[config.mk]
export PLATFORM = sky130hd
export DESIGN_NAME = pipe_stage_reg
export DESIGN_NICKNAME = d
export VERILOG_FILES = /design/src/rtl/pipe_pkg.sv /design/src/rtl/pipe_slot.sv /design/src/rtl/pipe_stage_reg.sv
export SDC_FILE = /design/constraint.sdc
export NUM_CORES = 1
export LEC_CHECK = 0
export ABC_AREA = 1
export BUFFER_PORTS_ARGS = -buffer_cell sky130_fd_sc_hd__buf_2
export CAP_MARGIN = 5
export CORE_MARGIN = 4
export CORE_UTILIZATION = 47
export DETAILED_ROUTE_END_ITERATION = 16
export PLACE_DENSITY = 0.87
export SLEW_MARGIN = 30
export SYNTH_ARGS = -nofsm -noshare
export SYNTH_HDL_FRONTEND = slang
export SYNTH_SLANG_ARGS = --single-unit
export TNS_END_PERCENT = 30
[constraint.sdc]
create_clock -name clk -period 1.62 [get_ports clk]
set_input_delay 0.405 -clock clk [delete_from_list [all_inputs] [get_ports clk]]
set_output_delay 0.405 -clock clk [all_outputs]
set_load 0.01 [all_outputs]
[src/rtl/pipe_pkg.sv]
// Shared pipeline-register types: occupancy type, per-stage control structs
// and their reset constants. Optional skid entry: PIPE_STAGE_SKID_EN.
package pipe_pkg;

   typedef logic [1:0] occ_t;

   typedef struct packed {
      logic       predict_taken;
      logic [1:0] exc_code;
   } ctrl_ifid_t;

   typedef struct packed {
      logic       reg_write;
      logic [1:0] result_src;
      logic       mem_write;
      logic       jump;
      logic       branch;
      logic [2:0] alu_control;
      logic       alu_src;
      logic [1:0] imm_src;
   } ctrl_idex_t;

   typedef struct packed {
      logic       reg_write;
      logic [1:0] result_src;
      logic       mem_write;
   } ctrl_exmem_t;

   typedef struct packed {
      logic       reg_write;
      logic [1:0] result_src;
   } ctrl_memwb_t;

   localparam int unsigned IFID_CTRL_W  = $bits(ctrl_ifid_t);
   localparam int unsigned IDEX_CTRL_W  = $bits(ctrl_idex_t);
   localparam int unsigned EXMEM_CTRL_W = $bits(ctrl_exmem_t);
   localparam int unsigned MEMWB_CTRL_W = $bits(ctrl_memwb_t);

   localparam ctrl_ifid_t  IFID_CTRL_RST  = '0;
   localparam ctrl_idex_t  IDEX_CTRL_RST  = '0;
   localparam ctrl_exmem_t EXMEM_CTRL_RST = '0;
   localparam ctrl_memwb_t MEMWB_CTRL_RST = '0;

   // Number of valid entries among head and skid.
   function automatic occ_t occ_count(input logic a, input logic b);
      return occ_t'({1'b0, a}) + occ_t'({1'b0, b});
   endfunction

endpackage

[src/rtl/pipe_slot.sv]
// One pipeline entry: valid bit, control field and payload with load/clear.
module pipe_slot #(
   parameter int unsigned DATA_W = 32,
   parameter int unsigned CTRL_W = 16,
   parameter logic [CTRL_W-1:0] CTRL_RST = '0
) (
   input  logic              clk,
   input  logic              reset,
   input  logic              clear,
   input  logic              load,
   input  logic              drop,
   input  logic [DATA_W-1:0] d_data,
   input  logic [CTRL_W-1:0] d_ctrl,
   output logic              valid,
   output logic [DATA_W-1:0] data,
   output logic [CTRL_W-1:0] ctrl
);

   // Clear wipes the whole entry; drop only invalidates it, keeping contents.
   always_ff @(posedge clk) begin
      if (reset || clear) begin
         valid <= 1'b0;
         data  <= '0;
         ctrl  <= CTRL_RST;
      end else if (load) begin
         valid <= 1'b1;
         data  <= d_data;
         ctrl  <= d_ctrl;
      end else if (drop) begin
         valid <= 1'b0;
      end
   end

endmodule

[src/rtl/pipe_stage_reg.sv]
// Handshaked pipeline stage register with stall/flush.
// Define PIPE_STAGE_SKID_EN for a second (skid) entry.
module pipe_stage_reg
   import pipe_pkg::*;
#(
   parameter int unsigned DATA_W = 32,
   parameter int unsigned CTRL_W = 16,
   parameter logic [CTRL_W-1:0] CTRL_RST = '0
) (
   input  logic              clk,
   input  logic              reset,
   input  logic              stall,
   input  logic              flush,
   input  logic              in_valid,
   output logic              in_ready,
   input  logic [DATA_W-1:0] in_data,
   input  logic [CTRL_W-1:0] in_ctrl,
   output logic              out_valid,
   input  logic              out_ready,
   output logic [DATA_W-1:0] out_data,
   output logic [CTRL_W-1:0] out_ctrl,
   output logic [1:0]        occupancy
);

   logic              head_valid;
   logic [DATA_W-1:0] head_data;
   logic [CTRL_W-1:0] head_ctrl;
   logic              head_load;
   logic              head_drop;
   logic [DATA_W-1:0] head_d_data;
   logic [CTRL_W-1:0] head_d_ctrl;
   logic              in_fire;
   logic              out_fire;

   assign in_fire   = in_valid & in_ready;
   assign out_fire  = out_valid & out_ready;
   assign out_valid = head_valid & ~stall;
   assign out_data  = head_data;
   // Bubbles never expose stale control bits downstream.
   assign out_ctrl  = head_valid ? head_ctrl : CTRL_RST;

   pipe_slot #(
      .DATA_W   (DATA_W),
      .CTRL_W   (CTRL_W),
      .CTRL_RST (CTRL_RST)
   ) u_head (
      .clk    (clk),
      .reset  (reset),
      .clear  (flush),
      .load   (head_load),
      .drop   (head_drop),
      .d_data (head_d_data),
      .d_ctrl (head_d_ctrl),
      .valid  (head_valid),
      .data   (head_data),
      .ctrl   (head_ctrl)
   );

`ifdef PIPE_STAGE_SKID_EN
   logic              skid_valid;
   logic [DATA_W-1:0] skid_data;
   logic [CTRL_W-1:0] skid_ctrl;
   logic              skid_load;
   logic              skid_drop;

   // Readiness depends only on local state, never on out_ready.
   assign in_ready  = ~skid_valid & ~stall;
   assign occupancy = occ_count(head_valid, skid_valid);

   pipe_slot #(
      .DATA_W   (DATA_W),
      .CTRL_W   (CTRL_W),
      .CTRL_RST (CTRL_RST)
   ) u_skid (
      .clk    (clk),
      .reset  (reset),
      .clear  (flush),
      .load   (skid_load),
      .drop   (skid_drop),
      .d_data (in_data),
      .d_ctrl (in_ctrl),
      .valid  (skid_valid),
      .data   (skid_data),
      .ctrl   (skid_ctrl)
   );

   // FIFO steering between input, skid and head; flush overrides everything.
   always_comb begin
      head_load   = 1'b0;
      head_drop   = 1'b0;
      skid_load   = 1'b0;
      skid_drop   = 1'b0;
      head_d_data = in_data;
      head_d_ctrl = in_ctrl;
      if (!flush) begin
         if (out_fire) begin
            if (skid_valid) begin
               head_load   = 1'b1;
               head_d_data = skid_data;
               head_d_ctrl = skid_ctrl;
               skid_load   = in_fire;
               skid_drop   = ~in_fire;
            end else if (in_fire) begin
               head_load = 1'b1;
            end else begin
               head_drop = 1'b1;
            end
         end else if (in_fire) begin
            if (head_valid) begin
               skid_load = 1'b1;
            end else begin
               head_load = 1'b1;
            end
         end
      end
   end
`else
   assign in_ready  = (~head_valid | out_ready) & ~stall;
   assign occupancy = occ_count(head_valid, 1'b0);

   // Single entry: load on accept, invalidate when drained without refill.
   always_comb begin
      head_d_data = in_data;
      head_d_ctrl = in_ctrl;
      head_load   = in_fire & ~flush;
      head_drop   = out_fire & ~in_fire & ~flush;
   end
`endif

endmodule

==> metrics.csv <==
stage,metric,value,unit
detailed_routing,Detail Route Antenna Nets,0,
critical_path,Reg2Reg Depth,6,
synth,synthesis-stage register bit count,49,
global_routing,total track usage,20.3,%
critical_path,Reg2Reg Setup Slack,0.49,ns
critical_path,Critical Path RT,1.21,ns
sta,final setup fails,0,
detailed_routing,DRT Pass-1 Iters,4,
sta,Max Clock Freq,0.649,GHz
sta,Hold WS,0.425,ns
layout,Layout fillers,466,
sta,setup slack after layout,0.0785,ns
worst_hold_path,hold path start,in_data[15],
worst_hold_path,WHS Endpoint,u_head.data[15],
synth,ranking of synthesized cells by area,"dfxtp_1 42%, nor2_1 16%, nand4_1 13%",
global_routing,first-pass GRT wire length,10300,um
synth,top-area cell type share of the netlist area,41.7,%
clocking,CTS sink cnt,49,
clocking,"Reg clk slew, reported paths",0.09,ns
critical_path,CP arrival,1.14,ns
sta,final hold vios,0,
placed_design,gpl congestion,0.762,
placed_design,DP Area,2930,um2
synth,Synth area leader,dfxtp_1,
die,Core Rows,25,
layout,share of cells above drive strength 1,27.8,%
die,io pins,106,
synth,distinct cell type count after synthesis,16,
placed_design,Setup Slack @ Placement,0.219,ns
detailed_routing,DRC Markers,0,
synth,register area share after synthesis,41.7,%
run_status,status,completed,
global_routing,GRT overflow,0,
critical_path,worst-path cell chain,buf_4 -> nand2_1 -> inv_1 -> buf_2,
critical_path,CP Class,reg -> out,
clocking,postcts setup bufs,0,
critical_path,"delay-heaviest family, CP",buffers and inverters,
die,Die W,78.8,um
power,PwrDens,766,nW/um2
synth,synth warn,0,
detailed_routing,Vias,2521,
worst_hold_path,hold depth,5,
layout,fin cells,528,
layout,nets,514,
clocking,CTS tree,done,
sta,Final Cycle Share,95.2,%
critical_path,"slowest stage delay, CP",0.38,ns
synth,post-synthesis cell area,2350,um2
worst_hold_path,HP Class,in -> reg,
clocking,post-CTS sizing,0,
layout,"Area growth, synth to finish",28.5,%
die,DIE AREA,6200,um2
critical_path,slowest CP cell,dfxtp_1,
power,Total Power,2.32,mW
placed_design,PortBufs,104,
critical_path,crit path buf inv count,3,
clocking,cts bufs inserted,5,
global_routing,initial antenna violation count,0,
die,area of the core,4790,um2
clocking,clock latency on the worst-skew pair,0.30,ns
layout,Finished Cell Area,3020,um2
sta,Final TNS setup,0,ns
layout,"commonest non-fill, non-tap cell in the layout",buf_2,
sta,count of pins over their slew limit,0,
sta,final setup skew,0.00880,ns
sta,RSZ-0062 raised after global routing,false,
detailed_routing,routed vias/inst,4.77,
power,Max VDD drop,0.000484,V
critical_path,reg2reg end,u_head.data[25],
placed_design,post-DP HPWL,4400,um
critical_path,R2R Path Start,u_head.valid,
die,Die Y,78.8,um
global_routing,pin count of the biggest net entering global routing,50,
layout,final core occ,63.2,%
detailed_routing,DR iter-0 viols,115,
layout,"commonest cells after routing, fill and taps aside","104 x buf_2, 97 x nor2_1, 69 x inv_1, 67 x nand2_1, 49 x dfxtp_1",
flow_run,total of max-cap violations,0,
synth,Mapped Nets,421,
clocking,Post-CTS Hold Fix Bufs,0,
power,leak pwr,1.70,nW
placed_design,Placed Cells,520,
synth,synthesized netlist cell count,367,
clocking,Clock Path Buffers,2,
clocking,Clock Root Buffer,clkbuf_8,
critical_path,Worst setup SP type,flop,
detailed_routing,DR WL/cell,11.8,um
layout,n_diodes,0,
die,Initial Utilization,49.2,%
synth,"Avg Cell Area, Syn",6.41,um2
clocking,Max H-tree Level,2,
critical_path,worst-path fanout max,11,
global_routing,vias in the first global route,2402,
critical_path,Critical Path Start,u_head.valid,
sta,post-layout min period,1.54,ns
detailed_routing,Total Wirelength,6220,um
critical_path,crit end category,primary output,
[state kept, by name, summed over array words and instances, names as in the netlist]
| signal | cells |
|---|---|
| u_head.data | 32 |
| u_head.ctrl | 16 |
| u_head.valid | 1 |
[layout make-up]
type / count / area, um2 / area share [%]
clock buffer: 6 / 82.6 / 2.73
tap: 67 / 83.8 / 2.77
clock inverter: 2 / 13.8 / 0.455
sequential: 49 / 981 / 32.4
multi-input combinational: 219 / 972 / 32.1
inverter: 70 / 263 / 8.69
timing repair buffer: 115 / 628 / 20.8
[cells by family after synthesis]
logic type	after synthesis	synth area share (%)
simple gates	216	39.9
other cells	1	0.159
flops	49	41.7
buf+inv	99	17.8
compound gates	2	0.532
[how the worst max path moves through the flow]
stage	endpoint	slack [ns]	cells past startpoint
6_report	out_ctrl[0]	0.08	4
4_1_cts	out_ctrl[0]	0.08	4
3_3_place_gp	in_ready	0.28	6
3_5_place_dp	u_head.data[25]	0.22	7
2_1_floorplan	out_ctrl[10]	0.35	4
5_1_grt	out_ctrl[0]	0.03	4
[worst min-delay path: stages]
cell and delay, ns:
buf_2 0.08, inv_1 0.03, nand4_1 0.07, nand2_1 0.05, nor2_1 0.07
[power breakdown]
part | switching [mW] | internal [mW]
clock | 0.401 | 0.346
combinational | 0.189 | 0.135
sequential | 0.0139 | 1.23
total | 0.605 | 1.71
[synth_stat cells, drive strengths merged]
cell type    n
nor2       100
inv         70
nand2       68
dfxtp       49
nand4       48
buf         19
clkbuf      10
a21boi       1
conb         1
o21ai        1
[layer usage]
metal	GRT usage, %	up-vias	wire length (um)
li1	-	1287	-
met1	23.6	1142	2710
met2	37.0	88	3010
met3	5.22	4	454
met4	4.55	0	40
met5	0	-	0
No activity file was read; power rests on OpenSTA's default activity.
